$ cat src/rtl/dfd_apb_cmd_master.sv
// APB4 requester: queues register commands, runs one APB transfer per command
// with a bounded access phase, and returns one in-order response per command.
module dfd_apb_cmd_master #(
    parameter int ADDR_W         = 23,
    parameter int DATA_W         = 32,
    parameter int CMD_DEPTH      = 2,
    parameter int TIMEOUT_CYCLES = 256
) (
    input  logic                clk,
    input  logic                reset,

    input  logic                cmd_valid,
    output logic                cmd_ready,
    input  logic                cmd_write,
    input  logic [ADDR_W-1:0]   cmd_addr,
    input  logic [DATA_W-1:0]   cmd_wdata,
    input  logic [DATA_W/8-1:0] cmd_strb,

    output logic                rsp_valid,
    input  logic                rsp_ready,
    output logic [DATA_W-1:0]   rsp_rdata,
    output logic                rsp_slverr,
    output logic                rsp_timeout,

    output logic [ADDR_W-1:0]   paddr,
    output logic                pwrite,
    output logic [DATA_W-1:0]   pwdata,
    output logic [DATA_W/8-1:0] pstrb,
    output logic                psel,
    output logic                penable,
    input  logic                pready,
    input  logic [DATA_W-1:0]   prdata,
    input  logic                pslverr,

    output logic                busy
);
    localparam int STRB_W = DATA_W / 8;
    localparam int PTR_W  = (CMD_DEPTH > 1) ? $clog2(CMD_DEPTH) : 1;
    localparam int CNT_W  = $clog2(CMD_DEPTH + 1);
    localparam int TO_W   = (TIMEOUT_CYCLES > 2) ? $clog2(TIMEOUT_CYCLES) : 1;
    localparam logic [TO_W-1:0] TO_LAST =
        (TIMEOUT_CYCLES == 0) ? '0 : TO_W'(TIMEOUT_CYCLES - 1);

    typedef struct packed {
        logic              write;
        logic [ADDR_W-1:0] addr;
        logic [DATA_W-1:0] wdata;
        logic [STRB_W-1:0] strb;
    } cmd_t;

    typedef enum logic [1:0] {IDLE, SETUP, ACCESS, RESP} state_t;

    state_t            state;
    cmd_t              mem [CMD_DEPTH];
    cmd_t              head;
    logic [PTR_W-1:0]  wr_ptr;
    logic [PTR_W-1:0]  rd_ptr;
    logic [CNT_W-1:0]  count;
    logic [TO_W-1:0]   to_cnt;
    logic              push;
    logic              pop;

    assign cmd_ready = (count != CNT_W'(CMD_DEPTH));
    assign busy      = (count != '0) || (state != IDLE);
    assign push      = cmd_valid && cmd_ready;
    assign pop       = (state == SETUP);
    assign head      = mem[rd_ptr];

    // NOTE: the command storage has no reset; count and the pointers decide
    // which entries are live, so stale contents are never observed.
    always_ff @(posedge clk) begin
        if (push) begin
            mem[wr_ptr] <= '{write: cmd_write, addr: cmd_addr,
                             wdata: cmd_wdata, strb: cmd_strb};
        end
    end

    always_ff @(posedge clk or posedge reset) begin
        if (reset) begin
            wr_ptr <= '0;
            rd_ptr <= '0;
            count  <= '0;
        end else begin
            if (push) wr_ptr <= wr_ptr + PTR_W'(1);
            if (pop)  rd_ptr <= rd_ptr + PTR_W'(1);
            if (push && !pop)      count <= count + CNT_W'(1);
            else if (pop && !push) count <= count - CNT_W'(1);
        end
    end

    // NOTE: every register here uses <= so all decisions see pre-edge values,
    // regardless of statement order inside the block.
    always_ff @(posedge clk or posedge reset) begin
        if (reset) begin
            state       <= IDLE;
            psel        <= 1'b0;
            penable     <= 1'b0;
            paddr       <= '0;
            pwrite      <= 1'b0;
            pwdata      <= '0;
            pstrb       <= '0;
            rsp_valid   <= 1'b0;
            rsp_rdata   <= '0;
            rsp_slverr  <= 1'b0;
            rsp_timeout <= 1'b0;
            to_cnt      <= '0;
        end else begin
            case (state)
                IDLE: begin
                    if (count != '0) begin
                        paddr  <= head.addr;
                        pwrite <= head.write;
                        pwdata <= head.write ? head.wdata : '0;
                        pstrb  <= head.write ? head.strb  : '0;
                        psel   <= 1'b1;
                        state  <= SETUP;
                    end
                end
                SETUP: begin
                    penable <= 1'b1;
                    to_cnt  <= '0;
                    state   <= ACCESS;
                end
                ACCESS: begin
                    if (pready) begin
                        psel        <= 1'b0;
                        penable     <= 1'b0;
                        rsp_valid   <= 1'b1;
                        rsp_rdata   <= pwrite ? '0 : prdata;
                        rsp_slverr  <= pslverr;
                        rsp_timeout <= 1'b0;
                        state       <= RESP;
                    end else if ((TIMEOUT_CYCLES != 0) && (to_cnt == TO_LAST)) begin
                        psel        <= 1'b0;
                        penable     <= 1'b0;
                        rsp_valid   <= 1'b1;
                        rsp_rdata   <= '0;
                        rsp_slverr  <= 1'b1;
                        rsp_timeout <= 1'b1;
                        state       <= RESP;
                    end else begin
                        to_cnt <= to_cnt + TO_W'(1);
                    end
                end
                RESP: begin
                    // Response fields stay put until the consumer takes them.
                    if (rsp_ready) begin
                        rsp_valid <= 1'b0;
                        state     <= IDLE;
                    end
                end
                default: state <= IDLE;
            endcase
        end
    end
endmodule

$ cat config.mk
export PLATFORM = sky130hd
export DESIGN_NAME = dfd_apb_cmd_master
export DESIGN_NICKNAME = d
export VERILOG_FILES = /design/src/rtl/dfd_apb_cmd_master.sv
export SDC_FILE = /design/constraint.sdc
export NUM_CORES = 1
export LEC_CHECK = 0
export CAP_MARGIN = 20
export CORE_ASPECT_RATIO = 0.9
export CORE_MARGIN = 2
export CORE_UTILIZATION = 35
export CTS_BUF_LIST = sky130_fd_sc_hd__clkbuf_4
export DETAILED_ROUTE_END_ITERATION = 10
export HOLD_SLACK_MARGIN = 0.05
export PLACE_DENSITY = 0.56
export REMOVE_ABC_BUFFERS = 1
export SYNTH_ARGS = -nofsm -noshare
export SYNTH_HDL_FRONTEND = slang
export SYNTH_SLANG_ARGS = --single-unit
$ cat constraint.sdc
create_clock -name clk -period 6.8 [get_ports clk]
set_clock_uncertainty 0.05 [all_clocks]
set_input_delay 1.36 -clock clk [delete_from_list [all_inputs] [get_ports clk]]
set_output_delay 1.36 -clock clk [all_outputs]
set_load 0.02 [all_outputs]
==> results.json <==
{
  "clk_path_buf_depth": 3,
  "sw_frac_of_total_pct": 34.3,
  "synthMuxAreaShare_pct": 7.32,
  "slowest_delay_ns": 0.57,
  "synth_adder_area_share_pct": 1.03,
  "grt_first_pass_wirelength_mm": 31.6,
  "whs_ns": 0.432,
  "min_path_type": "flip-flop to flip-flop",
  "worst-path-buf-inv": 2,
  "slew_headroom_pct": 38.4,
  "hold_buffers": 0,
  "syn-instance-count": 567,
  "final_common_cell": "clkdlybuf4s50_1",
  "status": "completed",
  "startpoint_type": "flip-flop",
  "end_kind": "primary output",
  "tightest_slew_ns": 0.923,
  "antenna_found_initial": 5,
  "rsz0062_at_grt": "no",
  "combPwrFrac_pct": 34.6,
  "synth_area_per_cell_um2": 15.0,
  "cts_resized": 0,
  "grt_pass1_vias": 5786,
  "drtIter0Drc": 422,
  "start_util_pct": 35.4,
  "insertion_delay_ns": 0.66,
  "clkSinkCount": 231,
  "dp_slack_ns": 3.12,
  "clkPwrFrac_pct": 23.7,
  "fin_crit_sh_pct": 56.9,
  "cts_root_buf": "clkbuf_4",
  "setup_slack_ns": 2.93,
  "postCtsSetupRepairBufs": 0,
  "overflow": 0,
  "vias": 5590,
  "synth-seq-cells": 231,
  "num_io_pins": 197,
  "hold_viol": 0,
  "nFillCells": 2148,
  "yosys.cell_types.count": 41,
  "clkTransAtPathRegs_ns": 0.06,
  "wl_per_cell_um": 17.4,
  "hpwl_mm": 12.4,
  "crit_path_cell_trace": "inv_1, ha_1, or3b_2, clkdlybuf4s50_1",
  "post-route-min-period_ns": 3.87,
  "p_seq_share_pct": 41.7,
  "vdd_drop_max_mv": 0.212,
  "p_switching_uw": 1800,
  "routed_via_density": 4.81,
  "drv_cap": 0,
  "numCtsBuffers": 60,
  "die_area_um2": 25600,
  "cts_tree": "yes",
  "port_buffers": 196,
  "grt_max_degree": 85,
  "ys_warn_count": 0,
  "drv_slew": 0,
  "yosys.area_share.simple_pct": 5.38,
  "rows": 54,
  "die_x_um": 168,
  "synth_compound_area_share_pct": 8.90,
  "place.gp.congestion": 0.808,
  "drtAntennaViolNets": 0,
  "setup_total_negative_slack_ns": 0,
  "cts_max_level": 2,
  "total_power_uw": 5230,
  "synth_top_family_by_area": "compound AO/OA/AOI/OAI gates",
  "path_max_fanout": 4,
  "synth_xor_area_share_pct": 0.515,
  "leakagePower_uw": 0.00476,
  "cellPowerDensity_nw_per_um2": 447,
  "drive_gt1_share_pct": 14.1,
  "arrival_ns": 2.46,
  "cp_slowest_cell": "clkdlybuf4s50_1",
  "gr-usage-all-layers_pct": 15.5,
  "syn_area_um2": 8510,
  "yosysSeqAreaShare_pct": 75.0,
  "area_growth_pct": 37.6,
  "p_int_uw": 3440,
  "setup_viol_count_final": 0,
  "crit_required_ns": 5.39,
  "critPathTopFamily": "buffers and inverters",
  "path_class": "flip-flop to primary output",
  "wirelength_mm": 20.2,
  "core_um2": 24100,
  "nets": 906,
  "fmax_ghz": 0.259,
  "die_h_um": 152,
  "final_cell_mix": "196 x clkdlybuf4s50_1, 120 x edfxtp_1, 110 x dfrtp_1",
  "drt_pass1_iterations": 4,
  "post-route-drc-count": 0
}
-- power groups by stage --
stage          Clock, uW  Sequential (uW)  Combinational, uW
6_report            1240             2180               1810
5_1_grt             1360             2230               1970
4_1_cts             1280             2260               1750
3_5_place_dp           0             2280               1740
3_3_place_gp           0             2270               1710
2_1_floorplan          0             2480                709
-- cell type report --
type                    instances  area [um2]  area share [%]
inverters                      10        40.0           0.342
repair buffers                203        2080            17.8
flip-flops and latches        231        6380            54.5
well taps                     308         385            3.29
diodes                          1        2.50          0.0214
clock buffers                  96         721            6.16
clock inverters                17        97.6           0.834
multi-input cells             295        2000            17.0
-- cells in the mapped netlist (all sizes together) --
cell	instances	share of area (%)
a2111oi	1	0.10
a21o	1	0.088
a21oi	11	0.65
a22o	34	3.5
a31oi	1	0.074
and3	2	0.16
and4	1	0.10
and4b	1	0.13
buf	9	0.44
clkbuf	22	0.97
dfrtp	111	33
edfxtp	120	42
ha	7	1.0
inv	10	0.44
mux2	2	0.26
mux2i	60	7.1
nand2	73	3.2
nand2b	4	0.29
nand3	6	0.35
nand4	2	0.15
nand4b	1	0.10
nor2	5	0.22
nor2b	1	0.074
nor4	1	0.074
o211ai	2	0.18
o21ai	64	3.8
o221ai	1	0.10
o2bb2ai	1	0.10
o311a	1	0.12
o311ai	1	0.10
o32a	1	0.12
or2	1	0.074
or3b	1	0.10
or4	1	0.088
or4b	2	0.24
xnor2	2	0.21
xor2	3	0.31
-- cells by family (layout without fill, tap and decap cells) --
kind of cell,count (synthesis),in the layout
compound gates,119,119
xor+xnor,5,5
fa+ha+maj,7,7
buf+inv,41,326
flops,231,231
mux,62,62
other cells,0,1
simple gates,102,102
-- flip-flops by register name, summed over array words and instances (netlist names), 2 cells and up --
signal     count
paddr         23
count          2
pwdata        32
mem          120
pstrb          4
to_cnt         8
state          2
rsp_rdata     32
-- metrics by stage --
stage	utilization, %	cell area [um2]	instances
global route	48.7	11700	1160
floorplan	-	8390	536
global placement	44.9	10800	1043
finish	48.7	11700	1161
detailed placement	44.9	10800	1043
CTS	48.3	11600	1156
-- routing by layer --
metal  GRT usage [%]  part of all wire [%]  vias up
met4            4.80                   2.0        6
met1            20.7                    44     2699
met3            6.12                   9.1       49
li1                -                     -     2608
met2            23.4                    44      228
met5               0                  0.21        -
-- path summary, 6_finish.rpt --
check | start | endpoint | slack, ns | depth (start not counted)
max in group asynchronous | reset | rd_ptr | 4.60 | 4
worst min register to register | paddr[9] | paddr[9] | 0.43 | 2
worst max register to register | rd_ptr | pwdata[19] | 4.54 | 4
worst min-delay path | paddr[9] | paddr[9] | 0.43 | 2
min in group asynchronous | reset | rsp_rdata[5] | 0.92 | 2
worst max-delay path | state[0] | busy | 2.93 | 4
-- tightest hold or removal path: cells and delay by family (launching register included) --
| kind | cells | cell delay [ns] |
|---|---|---|
| flip-flops | 1 | 0.34 |
| AND/OR/NAND/NOR | 1 | 0.05 |
| AO/OA/AOI/OAI | 1 | 0.06 |
(Power assumes the default switching activity.)
